<file path="src/rtl/block_window_gen_pkg.sv">
`default_nettype none
// ============================================================================
// Module      : block_window_gen_pkg
// Description : Shared definitions for the neighbourhood block generator:
//               background pad default, block bit positions, FSM encodings
//               and the block packing helper.
// Revision    : 1.0 - initial release
// ============================================================================
package block_window_gen_pkg;

  // Value substituted for pixels that fall outside the image (background)
  localparam logic PAD_DEFAULT = 1'b1;

  // Block layout: upper row in [5:3], current row in [2:0], each {c-2,c-1,c}
  localparam int BLOCK_W = 6;
  localparam int UP_L    = 5;
  localparam int UP_M    = 4;
  localparam int UP_R    = 3;
  localparam int CUR_L   = 2;
  localparam int CUR_M   = 1;
  localparam int CUR_R   = 0;

  // Frame sequencing states
  typedef enum logic [1:0] {
    ST_IDLE   = 2'd0,
    ST_ACTIVE = 2'd1,
    ST_DONE   = 2'd2
  } state_e;

  // Assemble a block from the two-deep histories and the column-c pixels.
  // History bit [1] is column c-2, bit [0] is column c-1.
  function automatic logic [BLOCK_W-1:0] pack_block(
    input logic [1:0] up_hist,
    input logic       up_pix,
    input logic [1:0] cur_hist,
    input logic       cur_pix
  );
    logic [BLOCK_W-1:0] blk;
    blk        = '0;
    blk[UP_L]  = up_hist[1];
    blk[UP_M]  = up_hist[0];
    blk[UP_R]  = up_pix;
    blk[CUR_L] = cur_hist[1];
    blk[CUR_M] = cur_hist[0];
    blk[CUR_R] = cur_pix;
    return blk;
  endfunction

endpackage
`default_nettype wire

</file>
<file path="src/rtl/block_window_gen_line_buf.sv">
`default_nettype none
// ============================================================================
// Module      : block_window_gen_line_buf
// Description : One-line pixel store holding the previous row. Combinational
//               read, write on the rising edge when i_we is set. No reset:
//               every location is written before it is read within a frame.
// Revision    : 1.0 - initial release
// ============================================================================
module block_window_gen_line_buf #(
  parameter int DEPTH  = 640,
  parameter int ADDR_W = 10
) (
  input  logic              i_clk,
  input  logic              i_we,
  input  logic [ADDR_W-1:0] i_addr,
  input  logic              i_wdata,
  output logic              o_rdata
);

  logic mem_q [DEPTH];

  // Read-before-write: the old value is visible during the write cycle
  assign o_rdata = mem_q[i_addr];

  // Store the current pixel at its column for use by the next row
  always_ff @(posedge i_clk) begin
    if (i_we) begin
      mem_q[i_addr] <= i_wdata;
    end
  end

endmodule
`default_nettype wire

</file>
<file path="src/rtl/block_window_gen.sv">
`default_nettype none
// ============================================================================
// Module      : block_window_gen
// Description : Converts a raster binary pixel stream into one 6-bit
//               neighbourhood block per accepted pixel (upper and current
//               row, columns c-2..c), with position and end-of-line/frame
//               flags, one cycle after the pixel is accepted.
//               Optional feature macro BLOCK_FRAME_ERR_EN adds o_frame_err,
//               a one-cycle pulse on an aborted frame or a pixel dropped
//               after the frame completed.
// Revision    : 1.0 - initial release
// ============================================================================
module block_window_gen
  import block_window_gen_pkg::*;
#(
  parameter int   IMG_WIDTH  = 640,
  parameter int   IMG_HEIGHT = 480,
  parameter int   COL_W      = 10,
  parameter int   ROW_W      = 9,
  parameter logic PAD_VAL    = PAD_DEFAULT
) (
  input  logic               i_clk,
  input  logic               i_rst,
  input  logic               i_sof,
  input  logic               i_pix_valid,
  input  logic               i_pix,
  output logic [BLOCK_W-1:0] o_block,
  output logic               o_block_vld,
  output logic [COL_W-1:0]   o_col,
  output logic [ROW_W-1:0]   o_row,
  output logic               o_eol,
  output logic               o_eof
`ifdef BLOCK_FRAME_ERR_EN
  ,
  output logic               o_frame_err
`endif
);

  localparam logic [COL_W-1:0] c_COL_LAST = COL_W'(IMG_WIDTH - 1);
  localparam logic [ROW_W-1:0] c_ROW_LAST = ROW_W'(IMG_HEIGHT - 1);

  state_e             state_q, state_d;
  logic [COL_W-1:0]   col_q, col_d;
  logic [ROW_W-1:0]   row_q, row_d;
  logic [1:0]         up_sr_q, up_sr_d;
  logic [1:0]         cur_sr_q, cur_sr_d;
  logic [BLOCK_W-1:0] block_q, block_d;
  logic               vld_q, vld_d;
  logic [COL_W-1:0]   ocol_q, ocol_d;
  logic [ROW_W-1:0]   orow_q, orow_d;
  logic               eol_q, eol_d;
  logic               eof_q, eof_d;

  logic               w_start;
  logic               w_accept;
  logic [COL_W-1:0]   w_col;
  logic [ROW_W-1:0]   w_row;
  logic               w_lb_rdata;
  logic               w_up;
  logic               w_last_col;
  logic               w_last_row;
  logic [1:0]         w_up_hist;
  logic [1:0]         w_cur_hist;

  // A sof pixel restarts at (0,0) from any state; otherwise only ACTIVE accepts
  assign w_start    = i_pix_valid & i_sof;
  assign w_accept   = i_pix_valid & (i_sof | (state_q == ST_ACTIVE));
  assign w_col      = w_start ? '0 : col_q;
  assign w_row      = w_start ? '0 : row_q;
  assign w_last_col = (w_col == c_COL_LAST);
  assign w_last_row = (w_row == c_ROW_LAST);

  // Row 0 has no row above; the stale line buffer contents are masked
  assign w_up       = (w_row == '0) ? PAD_VAL : w_lb_rdata;

  // Column 0 sees padding for c-1 and c-2 regardless of the previous line's tail
  assign w_up_hist  = (w_col == '0) ? {PAD_VAL, PAD_VAL} : up_sr_q;
  assign w_cur_hist = (w_col == '0) ? {PAD_VAL, PAD_VAL} : cur_sr_q;

  block_window_gen_line_buf #(
    .DEPTH  (IMG_WIDTH),
    .ADDR_W (COL_W)
  ) u_line_buf (
    .i_clk   (i_clk),
    .i_we    (w_accept),
    .i_addr  (w_col),
    .i_wdata (i_pix),
    .o_rdata (w_lb_rdata)
  );

  // Frame sequencing: enter ACTIVE on sof, DONE after the final pixel
  always_comb begin
    state_d = state_q;
    if (w_start) begin
      state_d = ST_ACTIVE;
    end else if (w_accept && w_last_col && w_last_row) begin
      state_d = ST_DONE;
    end
  end

  // Position counters, shift histories and the registered block outputs
  always_comb begin
    col_d    = col_q;
    row_d    = row_q;
    up_sr_d  = up_sr_q;
    cur_sr_d = cur_sr_q;
    block_d  = block_q;
    ocol_d   = ocol_q;
    orow_d   = orow_q;
    vld_d    = 1'b0;
    eol_d    = 1'b0;
    eof_d    = 1'b0;
    if (w_accept) begin
      block_d  = pack_block(w_up_hist, w_up, w_cur_hist, i_pix);
      vld_d    = 1'b1;
      ocol_d   = w_col;
      orow_d   = w_row;
      eol_d    = w_last_col;
      eof_d    = w_last_col & w_last_row;
      up_sr_d  = {w_up_hist[0], w_up};
      cur_sr_d = {w_cur_hist[0], i_pix};
      if (w_last_col) begin
        col_d = '0;
        row_d = w_last_row ? '0 : (w_row + ROW_W'(1));
      end else begin
        col_d = w_col + COL_W'(1);
        row_d = w_row;
      end
    end
  end

  // State and datapath registers
  always_ff @(posedge i_clk or posedge i_rst) begin
    if (i_rst) begin
      state_q  <= ST_IDLE;
      col_q    <= '0;
      row_q    <= '0;
      up_sr_q  <= {PAD_VAL, PAD_VAL};
      cur_sr_q <= {PAD_VAL, PAD_VAL};
      block_q  <= '0;
      vld_q    <= 1'b0;
      ocol_q   <= '0;
      orow_q   <= '0;
      eol_q    <= 1'b0;
      eof_q    <= 1'b0;
    end else begin
      state_q  <= state_d;
      col_q    <= col_d;
      row_q    <= row_d;
      up_sr_q  <= up_sr_d;
      cur_sr_q <= cur_sr_d;
      block_q  <= block_d;
      vld_q    <= vld_d;
      ocol_q   <= ocol_d;
      orow_q   <= orow_d;
      eol_q    <= eol_d;
      eof_q    <= eof_d;
    end
  end

  assign o_block     = block_q;
  assign o_block_vld = vld_q;
  assign o_col       = ocol_q;
  assign o_row       = orow_q;
  assign o_eol       = eol_q;
  assign o_eof       = eof_q;

`ifdef BLOCK_FRAME_ERR_EN
  logic err_q, err_d;

  // Flag an abandoned frame or a stray pixel after the frame has completed
  always_comb begin
    err_d = (w_start && (state_q == ST_ACTIVE)) ||
            (i_pix_valid && !i_sof && (state_q == ST_DONE));
  end

  // Error pulse register, aligned with the block output timing
  always_ff @(posedge i_clk or posedge i_rst) begin
    if (i_rst) begin
      err_q <= 1'b0;
    end else begin
      err_q <= err_d;
    end
  end

  assign o_frame_err = err_q;
`endif

endmodule
`default_nettype wire

</file>
<file path="config.mk">
export PLATFORM = sky130hd
export DESIGN_NAME = block_window_gen
export DESIGN_NICKNAME = d
export VERILOG_FILES = /design/src/rtl/block_window_gen_pkg.sv /design/src/rtl/block_window_gen_line_buf.sv /design/src/rtl/block_window_gen.sv
export SDC_FILE = /design/constraint.sdc
export NUM_CORES = 1
export LEC_CHECK = 0
export CAP_MARGIN = 10
export CORE_ASPECT_RATIO = 2
export CORE_MARGIN = 2
export CORE_UTILIZATION = 50
export DETAILED_ROUTE_END_ITERATION = 16
export HOLD_SLACK_MARGIN = 0.12
export PLACE_DENSITY = 0.64
export REMOVE_ABC_BUFFERS = 1
export SLEW_MARGIN = 20
export SYNTH_ARGS = -nofsm -noshare
export SYNTH_HDL_FRONTEND = slang
export SYNTH_SLANG_ARGS = --single-unit
</file>
<file path="constraint.sdc">
create_clock -name i_clk -period 3.6 [get_ports i_clk]
set_input_delay 0.9 -clock i_clk [delete_from_list [all_inputs] [get_ports i_clk]]
set_output_delay 0.9 -clock i_clk [all_outputs]
set_load 0.01 [all_outputs]
</file>
==> run metrics <==
RSZ-0062 raised after global routing=no; maxcap violations=0; Min-Delay Endpoint=cur_sr_q[1]$_DFFE_PP1P_; final core utilization=0.595; Max stage delay on crit path=roughly 0.59 ns; final cell count without fillers=approximately 3600; Final Hold Slack=0.465 ns; vias in the first global route=roughly 24000; wire length per cell=31.6 um; max-slew violation count=0; met2 wire length=56.7 mm; Final setup viols=1; antenna-violating nets left=0; TritonCTS clock tree=done; Placed Cells=3531; clock latency on the worst-skew pair=0.66 ns; number of hold violations in the final report=0; CP Capture Type=flip-flop; Synth top area share=0.618; clk root buf=clkbuf_16; FFs w/ async S/R, synth=0.0765; total power=between 15 and 20 mW; Placed Instance Area=34800 sq um; Lkg Pwr=between 10 and 15 nW; Worst-Margin Slew=0.746 ns; Initial Utilization=0.505; I/O pins=33; pin count of the biggest net entering global routing=110; Core Box Area=between 60000 and 70000 sq um; DIE HEIGHT=357 um; flop-to-flop setup slack=-0.02 ns; synth top area cells=edfxtp_1 62%, nor2_1 8.5%, dfrtp_1 3.9%; fin crit share=1.01; hold_sp=cur_sr_q[1]$_DFFE_PP1P_; run status=complete, but fails checks; Top Family by Delay on Critical Path=compound AO/OA/AOI/OAI gates; Final Skew=0.0306 ns; CTS sink count=693; yosys warns=0; post-route setup slack=-0.0253 ns; initial antenna violation count=0; Req. time, crit path=4.11 ns; Worst-path clk slew=0.07 ns; Setup Fix Bufs, Post-CTS=0; FP Rows=129; Vias/cell=6.38; cell mode on critical path=buf_4; CTS max path bufs=3; ant diodes=0; DRT Pass-1 Iters=6; ys flop type=edfxtp_1; violated checks=negative setup slack; total gr overflow=0; FF-to-FF End=o_block[3]$_DFFE_PP0P_; PwrDens=slightly above 500 nW/um^2; synth cell count leaders=703 x nor2_1, 640 x edfxtp_1, 185 x nand2_1, 146 x clkbuf_1, 108 x a21oi_1; cell at the slowest stage of the critical path=clkdlybuf4s50_1; initial drt markers=2546; mapped cell area=~31000 sq um; crit start category=input pin; Buf+Inv Stages, Crit Path=5; Syn-to-layout area delta=17.8%; r2r worst-path depth=11; CP Max Fanout=10; VDD IR max=450 uV; GRT Overall Usage=0.357; die area=64300 sq um; crit path cell chain=clkdlybuf4s50_1 > buf_12 > and2_4 > buf_4 > a2bb2oi_1 > o2bb2ai_1 > o21ai_1 > o22ai_2 > buf_4 > o31a_1 > o32ai_1 > buf_4 > a31oi_1; top layer used by detailed routing=met4; Distinct cells, synth=83; CTS Buf Count=58; post-detailed-routing wire length=115 mm; WS Path Type=input pin to flip-flop; top-count cell post-synth=nor2_1; WP data arrival=around 4.1 ns; post-synth top area cell=edfxtp_1; finished layout cell area=36700 sq um; H-Tree Depth=2; critical path depth=13; Final Critical Period=3.63 ns; Hold Path Depth=2; Hold Crit Class=flip-flop to flip-flop; fmax=276 MHz; DR WL met3=8.41 mm; mean post-synth cell area=12.0 sq um; RD Place Congestion=0.986; reg2reg start=col_q[2]$_DFFE_PP0P_; Post-synth EDFFs=640; #FFs+latches synth=around 700; # nets final=2816; Syn Inst Count=2584; vias=23200; Die X=between 150 and 200 um; dpl hpwl=77.5 mm; DRC viols=0; Max-slew headroom=0.501; IO buf count=32; Seq/Total Area, Yosys=0.661; layout cells sized above 1=0.193; Met1 Wirelength=37.8 mm; first-pass GRT wire length=around 160 mm; cts hold-fix bufs=0
## where the power goes
| part | internal, mW | leakage (nW) | switching [mW] |
|---|---|---|---|
| clock network | 3.31 | 0.886 | 2.94 |
| logic | 1.44 | 4.91 | 2.38 |
| registers | 8.84 | 6.44 | 0.118 |
| total | 13.6 | 12.2 | 5.44 |
## final cells by class
cell class,count,area (sq um)
timing repair buffer,395,3790
clock buffer,78,1580
sequential,693,20600
tap,786,983
inverter,14,52.6
multi-input combinational,1643,9460
clock inverter,28,231
fill,5104,25000
## tightest hold or removal path, delay by kind of cell (launching register included)
family           cells  cell delay, ns
and+or+nand+nor      2            0.10
DFF                  1            0.37
## flip-flops by register name (all words and copies together), names as in the netlist
name and count:
cur_sr_q 2, state_q 2, u_line_buf.mem_q 640, row_q 9, o_block 6, o_col 10, col_q 10, o_eol 1
up_sr_q 2, o_block_vld 1, o_eof 1, o_row 9
## worst max path at each step
stage	from	endpoint	slack [ns]
floorplan	col_q[0]$_DFFE_PP0P_	o_block[3]$_DFFE_PP0P_	-6.54
global placement	i_sof	o_block[3]$_DFFE_PP0P_	-0.76
detailed placement	i_sof	o_block[3]$_DFFE_PP0P_	-0.76
CTS	i_sof	o_block[3]$_DFFE_PP0P_	0.07
global route	i_sof	o_block[3]$_DFFE_PP0P_	0.006
finish	i_sof	o_block[3]$_DFFE_PP0P_	-0.03
## per-layer routing
| metal | global-route usage | up-vias |
|---|---|---|
| met5 | 0 | - |
| met4 | 0.315 | 0 |
| met3 | 0.0544 | 449 |
| met2 | 0.605 | 1311 |
| met1 | 0.390 | 11600 |
| li1 | - | 9855 |
## what timing repair did
| item | CTS | global route |
|---|---|---|
| setup endpoints to repair | 2 | 2 |
| gates resized for setup | 2 | 2 |
| cloned | 0 | 0 |
## stage by stage
step / setup TNS (ns) / setup slack, ns
detailed placement: -21.77 / -0.757
global route: 0 / 0.00612
CTS: 0 / 0.0744
global placement: -20.44 / -0.755
finish: -0.0253 / -0.0253
floorplan: -2785.13 / -6.54
## cells in the final DEF (no fill, tap or decap), drive strengths merged, types with 23 or more instances in the layout
master	n
mux4	28
mux2i	100
a21oi	108
edfxtp	640
buf	364
nor3	35
dfrtp	49
clkbuf	78
mux2	42
nand3	23
o21ai	50
clkdlybuf4s50	31
o22ai	59
nand2	185
nor2	704
## cell families (layout without fill, tap and decap cells)
group / count (synthesis) / in the layout / synth area share
buffers and inverters: 248 / 515 / 0.0363
flip-flops: 693 / 693 / 0.661
XOR/XNOR: 5 / 5 / 0.00141
AO/OA/AOI/OAI: 424 / 424 / 0.0942
adder cells (fa/ha/maj): 6 / 6 / 0.00241
multiplexers: 170 / 170 / 0.0677
AND/OR/NAND/NOR: 1038 / 1038 / 0.137
Note: power is estimated with default switching activity, not from simulation.
